`src/rtl/mandel_pkg.sv`:
```
// rtl/mandel_pkg.sv - shared state type, escape threshold and colour map for the Mandelbrot engine
package mandel_pkg;

    typedef enum logic [1:0] {
        S_IDLE = 2'd0,
        S_INIT = 2'd1,
        S_ITER = 2'd2,
        S_OUT  = 2'd3
    } state_t;

    // |z|^2 escape bound: 4.0 expressed with 2*frac_bits fraction bits
    function automatic logic [63:0] esc_threshold(input int frac_bits);
        return 64'd4 << (2 * frac_bits);
    endfunction

    function automatic logic [23:0] color_map(input logic [7:0] n, input logic escaped);
        logic [7:0] r;
        logic [7:0] g;
        r = n * n;
        g = r * n;
        return escaped ? {r, g, n} : 24'd0;
    endfunction

endpackage

```
`src/rtl/mandel_step.sv`:
```
// rtl/mandel_step.sv - one combinational z <- z^2 + c step with escape compare
module mandel_step
    import mandel_pkg::*;
#(
    parameter int DATA_W    = 18,
    parameter int FRAC_BITS = 12
) (
    input  logic signed [DATA_W-1:0] zr,
    input  logic signed [DATA_W-1:0] zi,
    input  logic signed [DATA_W-1:0] cr,
    input  logic signed [DATA_W-1:0] ci,
    output logic signed [DATA_W-1:0] zr_next,
    output logic signed [DATA_W-1:0] zi_next,
    output logic                     escape
);

    localparam int MW = 2 * DATA_W + 1;
    localparam logic signed [MW-1:0] THRESH = MW'(esc_threshold(FRAC_BITS));

    logic signed [MW-1:0] zr_w;
    logic signed [MW-1:0] zi_w;
    logic signed [MW-1:0] zr_sq;
    logic signed [MW-1:0] zi_sq;
    logic signed [MW-1:0] zr_zi;

    // One guard bit above the full product width keeps 2*zr*zi and the sum exact
    always_comb begin
        zr_w    = MW'(zr);
        zi_w    = MW'(zi);
        zr_sq   = zr_w * zr_w;
        zi_sq   = zi_w * zi_w;
        zr_zi   = zr_w * zi_w;
        escape  = (zr_sq + zi_sq) > THRESH;
        zr_next = DATA_W'((zr_sq - zi_sq) >>> FRAC_BITS) + cr;
        zi_next = DATA_W'((zr_zi <<< 1) >>> FRAC_BITS) + ci;
    end

endmodule

```
`src/rtl/mandel_iter_engine.sv`:
```
// rtl/mandel_iter_engine.sv - frame-scanning Mandelbrot iteration engine with pixel stream output
module mandel_iter_engine
    import mandel_pkg::*;
#(
    parameter int X_SIZE    = 640,
    parameter int Y_SIZE    = 480,
    parameter int DATA_W    = 18,
    parameter int FRAC_BITS = 12,
    parameter int ITER_W    = 8
) (
    input  logic                     aclk,
    input  logic                     areset,
    input  logic signed [DATA_W-1:0] cfg_x0,
    input  logic signed [DATA_W-1:0] cfg_y0,
    input  logic signed [DATA_W-1:0] cfg_dx,
    input  logic signed [DATA_W-1:0] cfg_dy,
    input  logic [ITER_W-1:0]        cfg_max_iter,
    input  logic                     enable,
    output logic [23:0]              pix_rgb,
    output logic [ITER_W-1:0]        pix_iter,
    output logic                     pix_escaped,
    output logic                     pix_sof,
    output logic                     pix_eol,
    output logic                     pix_valid,
    input  logic                     pix_ready,
    output logic                     frame_done
);

    if (DATA_W - FRAC_BITS < 4) begin : g_bad_format
        $error("mandel_iter_engine: DATA_W-FRAC_BITS must be at least 4");
    end

    localparam int XW = (X_SIZE > 1) ? $clog2(X_SIZE) : 1;
    localparam int YW = (Y_SIZE > 1) ? $clog2(Y_SIZE) : 1;

    state_t state_q, state_d;
    logic [XW-1:0] x_q, x_d;
    logic [YW-1:0] y_q, y_d;
    logic signed [DATA_W-1:0] x0_q, x0_d, y0_q, y0_d;
    logic signed [DATA_W-1:0] dx_q, dx_d, dy_q, dy_d;
    logic signed [DATA_W-1:0] cr_q, cr_d, ci_q, ci_d;
    logic signed [DATA_W-1:0] zr_q, zr_d, zi_q, zi_d;
    logic [ITER_W-1:0] lim_q, lim_d, n_q, n_d;
    logic esc_q, esc_d;
    logic frame_done_q, frame_done_d;

    logic signed [DATA_W-1:0] zr_nx, zi_nx;
    logic step_esc;
    logic last_x, last_y;

    mandel_step #(
        .DATA_W   (DATA_W),
        .FRAC_BITS(FRAC_BITS)
    ) u_step (
        .zr     (zr_q),
        .zi     (zi_q),
        .cr     (cr_q),
        .ci     (ci_q),
        .zr_next(zr_nx),
        .zi_next(zi_nx),
        .escape (step_esc)
    );

    assign last_x = (x_q == XW'(X_SIZE - 1));
    assign last_y = (y_q == YW'(Y_SIZE - 1));

    always_comb begin
        state_d      = state_q;
        x_d          = x_q;
        y_d          = y_q;
        x0_d         = x0_q;
        y0_d         = y0_q;
        dx_d         = dx_q;
        dy_d         = dy_q;
        cr_d         = cr_q;
        ci_d         = ci_q;
        zr_d         = zr_q;
        zi_d         = zi_q;
        lim_d        = lim_q;
        n_d          = n_q;
        esc_d        = esc_q;
        frame_done_d = 1'b0;
        case (state_q)
            S_IDLE: begin
                // Frame configuration is captured once here and held until the frame ends
                if (enable) begin
                    state_d = S_INIT;
                    x0_d    = cfg_x0;
                    y0_d    = cfg_y0;
                    dx_d    = cfg_dx;
                    dy_d    = cfg_dy;
                    lim_d   = (cfg_max_iter == '0) ? ITER_W'(1) : cfg_max_iter;
                    cr_d    = cfg_x0;
                    ci_d    = cfg_y0;
                    x_d     = '0;
                    y_d     = '0;
                end
            end
            S_INIT: begin
                zr_d    = '0;
                zi_d    = '0;
                n_d     = '0;
                esc_d   = 1'b0;
                state_d = S_ITER;
            end
            S_ITER: begin
                if (step_esc) begin
                    esc_d   = 1'b1;
                    state_d = S_OUT;
                end else if (n_q == lim_q) begin
                    state_d = S_OUT;
                end else begin
                    zr_d = zr_nx;
                    zi_d = zi_nx;
                    n_d  = n_q + ITER_W'(1);
                end
            end
            S_OUT: begin
                // c for the next pixel is stepped here so INIT only has to clear z
                if (pix_ready) begin
                    state_d = S_INIT;
                    if (last_x) begin
                        x_d  = '0;
                        cr_d = x0_q;
                        if (last_y) begin
                            y_d          = '0;
                            ci_d         = y0_q;
                            frame_done_d = 1'b1;
                            state_d      = S_IDLE;
                        end else begin
                            y_d  = y_q + YW'(1);
                            ci_d = ci_q + dy_q;
                        end
                    end else begin
                        x_d  = x_q + XW'(1);
                        cr_d = cr_q + dx_q;
                    end
                end
            end
            default: state_d = S_IDLE;
        endcase
    end

    always_ff @(posedge aclk) begin
        if (areset) begin
            state_q      <= S_IDLE;
            x_q          <= '0;
            y_q          <= '0;
            x0_q         <= '0;
            y0_q         <= '0;
            dx_q         <= '0;
            dy_q         <= '0;
            cr_q         <= '0;
            ci_q         <= '0;
            zr_q         <= '0;
            zi_q         <= '0;
            lim_q        <= '0;
            n_q          <= '0;
            esc_q        <= 1'b0;
            frame_done_q <= 1'b0;
        end else begin
            state_q      <= state_d;
            x_q          <= x_d;
            y_q          <= y_d;
            x0_q         <= x0_d;
            y0_q         <= y0_d;
            dx_q         <= dx_d;
            dy_q         <= dy_d;
            cr_q         <= cr_d;
            ci_q         <= ci_d;
            zr_q         <= zr_d;
            zi_q         <= zi_d;
            lim_q        <= lim_d;
            n_q          <= n_d;
            esc_q        <= esc_d;
            frame_done_q <= frame_done_d;
        end
    end

    assign pix_valid   = (state_q == S_OUT);
    assign pix_iter    = n_q;
    assign pix_escaped = esc_q;
    assign pix_rgb     = color_map(8'(n_q), esc_q);
    assign pix_sof     = pix_valid && (x_q == '0) && (y_q == '0);
    assign pix_eol     = pix_valid && last_x;
    assign frame_done  = frame_done_q;

endmodule

```
`config.mk`:
```
export PLATFORM = sky130hd
export DESIGN_NAME = mandel_iter_engine
export DESIGN_NICKNAME = d
export VERILOG_FILES = /design/src/rtl/mandel_pkg.sv /design/src/rtl/mandel_step.sv /design/src/rtl/mandel_iter_engine.sv
export SDC_FILE = /design/constraint.sdc
export NUM_CORES = 2
export LEC_CHECK = 0
export ABC_CLOCK_PERIOD_IN_PS = 12700
export CORE_ASPECT_RATIO = 2
export CORE_UTILIZATION = 55
export DETAILED_ROUTE_END_ITERATION = 16
export PLACE_DENSITY = 0.72
export SYNTH_ARGS = -nofsm -noshare
export SYNTH_HDL_FRONTEND = slang
export SYNTH_HIERARCHICAL = 1
export SYNTH_SLANG_ARGS = --single-unit
```
`constraint.sdc`:
```
create_clock -name aclk -period 12.7 [get_ports aclk]
set_input_delay 1.27 -clock aclk [delete_from_list [all_inputs] [get_ports aclk]]
set_output_delay 1.27 -clock aclk [all_outputs]
set_load 0.02 [all_outputs]
```
==> summary.md <==
| Metric | Value |
|---|---|
| Global route overflow | 0 |
| RSZ-0062 raised after global routing | false |
| CP required | 13150 ps |
| GPL Wtd Cong | 0.964 |
| Post-synthesis sequential area ratio | 7.98% |
| Antenna-violating nets left | 0 |
| Global Route Usage Sum | 31.8% |
| Most common cell in the netlist | inv_1 |
| Hold Path Class | reg -> reg |
| Largest net degree at the start of global routing | 81 |
| Clk_lat worst skew | 510 ps |
| Length of routed met3 wiring | 5510 um |
| Die width | 206 um |
| Root buffer selected by CTS | clkbuf_16 |
| Die Area | 0.0847 mm^2 |
| Area leader, netlist | fa_1 |
| Total Nets Final | 6746 |
| Worst Setup End Kind | flip-flop |
| Area grow syn2layout | 6.37% |
| Vias in the first global route | 39.8k |
| First-pass GRT wire length | 205000 um |
| Gate Count Post-Synth | 5332 |
| Syn_nets | 6754 |
| CTS clk-pin slew, worst paths | 80 ps |
| Power Dens Cells | 156 mW/mm^2 |
| Tcrit/Tclk final | 89.5% |
| Max_cap viols | 0 |
| Setup bufs post-CTS | 0 |
| Worst-path fanout max | 13 |
| CTS Buf Count | 25 |
| # placed instances | 6354 |
| Crit path arrival time | 11810 ps |
| Final setup viols | 0 |
| Synthesis Warnings | 6 |
| Drt total wl | 129000 um |
| CP bufs+invs | 5 |
| Worst vdd ir | 0.363 mV |
| DP HPWL | 106000 um |
| Row cnt | 149 |
| Seq cells post-synth | 183 |
| Top cells by count, synth | inv_1 (1142), fa_1 (878), nand2_1 (708), ha_1 (460), a21oi_1 (291) |
| TritonCTS clock tree | done |
| Worst Skew | 34.6 ps |
| Final setup TNS | 0 ps |
| CP Launch Type | flip-flop |
| Initial core utilization | 55.6% |
| H-tree Lvls | 4 |
| Max_slew headroom | 21.7% |
| Met2 Wirelength | 69600 um |
| Worst-Margin Slew | 1160 ps |
| Top cells by area, synth | fa_1 (38%), ha_1 (13%), inv_1 (9.3%) |
| Die Span Y | 411 um |
| DRC | 0 |
| Worst path most repeated cell | fa_1 |
| Initial antenna violation count | 0 |
| Leak | 24.2 nW |
| Post-synth cell types | 99 |
| 1st-pass router iterations | 5 |
| Max Root-Sink Buffers | 3 |
| DRT iter0 DRCs | 1742 |
| Number of port buffers | 119 |
| R2R Setup Slk | 1340 ps |
| Layout cells sized above 1 | 3.08% |
| Mean post-synth cell area | 8.61 um^2 |
| WL/cell | 20.2 um |
| Diode count | 0 |
| Crit path largest cell delay | 780 ps |
| Outcome | finished, final reports clean |
| Hold Fails Final Rpt | 0 |
| Fin cells | 6387 |
| Vias | 36.5k |
| FFs w/ async S/R, synth | 0% |
| Post-CTS Resized | 0 |
| Metal1 wirelength | 40100 um |
| Core area | 0.0826 mm^2 |
| Syn Std Cell Area | 0.0459 mm^2 |
| Share of the synthesized area in the top cell type | 38.3% |
| EDFF count, synth | 0 |
| Fmax | 88.0 MHz |
| Slew Limit Fails | 0 |
| Crit-path slowest cell | dfxtp_1 |
| Minimum clock period | 11360 ps |
| DR vias/cell | 5.71 |
| Hold buffers post-CTS | 0 |
| Primary FF master, synth | dfxtp_1 |
| Cell family with most CP delay | adder cells |
| I/O pin cnt | 121 |
| TritonCTS Sinks | 183 |
| Crit Path Class | reg -> reg |
| Top sig layer | met4 |
metal layers:
layer | GRT usage, % | up-vias
met5 | 0 | -
met4 | 28.8 | 0
met1 | 30.4 | 18295
li1 | - | 16373
met3 | 3.04 | 529
met2 | 59.0 | 1261
layout make-up:
cell class,count,area (um^2)
repair buffers,186,1690
fillers,7298,33800
clock inverters,4,75.1
inverters,1149,4310
multi-input cells,3779,37100
flip-flops and latches,183,3660
well taps,1057,1320
clock buffers,29,671
cell usage in the layout (no fill, tap or decap), types with 82 or more instances in the layout:
| cell type | Yosys | routed |
|---|---|---|
| a21oi_1 | 291 | 289 |
| and2_1 | 226 | 225 |
| clkdlybuf4s50_1 | 0 | 118 |
| dfxtp_1 | 183 | 183 |
| fa_1 | 878 | 878 |
| ha_1 | 460 | 460 |
| inv_1 | 1142 | 1142 |
| nand2_1 | 708 | 707 |
| nor2_1 | 269 | 268 |
| xnor2_1 | 169 | 169 |
| xor2_1 | 82 | 82 |
cells by family after synthesis:
logic type / Yosys count / synth area share [%]
adders and majority gates: 1338 / 50.8
AOI/OAI and AO/OA: 689 / 9.96
other: 1 / 0.00817
and+or+nand+nor: 1484 / 14.7
muxes: 15 / 0.335
DFF: 183 / 7.98
xor gates and xnor gates: 252 / 4.84
buffers and inverters: 1370 / 11.3
flip-flops by register name, indices dropped and copies added (netlist names):
signal / flops
frame_done: 1
x_q: 10
dx_q: 18
pix_escaped: 1
dy_q: 18
lim_q: 8
y_q: 9
pix_iter: 8
zi_q: 18
zr_q: 18
cr_q: 18
x0_q: 18
ci_q: 18
y0_q: 18
state_q: 2
report_power, final:
part,switching (mW),leakage (nW),internal (mW)
clock,0.256,0.359,0.411
combinational,3.73,22.4,2.26
sequential,0.240,1.49,0.702
total,4.23,24.2,3.37
worst reg2reg max path: cells and delay by family (launching register included):
family                     cells  cell delay (ps)
AOI/OAI and AO/OA             11             2630
buffers and inverters          5              520
adders and majority gates      8             3950
and+or+nand+nor               13             2120
muxes                          1              400
DFF                            1              780
xor gates and xnor gates       2              880
stage by stage:
| step | worst slack (ps) | hold slack (ps) | util (%) | power, mW | area, um^2 |
|---|---|---|---|---|---|
| 3_3_place_gp | 2100 | 439 | 58.2 | 6.73 | 48100 |
| 3_5_place_dp | 1880 | 446 | 58.2 | 6.82 | 48100 |
| 4_1_cts | 1800 | 455 | 59.1 | 7.52 | 48800 |
| 6_report | 1340 | 456 | 59.1 | 7.60 | 48800 |
| 5_1_grt | 784 | 476 | 59.1 | 8.11 | 48800 |
| 2_1_floorplan | 3460 | 432 | - | 5.03 | 45900 |
final timing paths:
check	startpoint	end	cells past startpoint
setup / recovery	zi_q[10]	pix_iter[5]	40
hold / removal	x0_q[8]	x0_q[8]	2
setup reg to reg	zi_q[10]	pix_iter[5]	40
hold reg to reg	x0_q[8]	x0_q[8]	2
(Power assumes the default switching activity.)
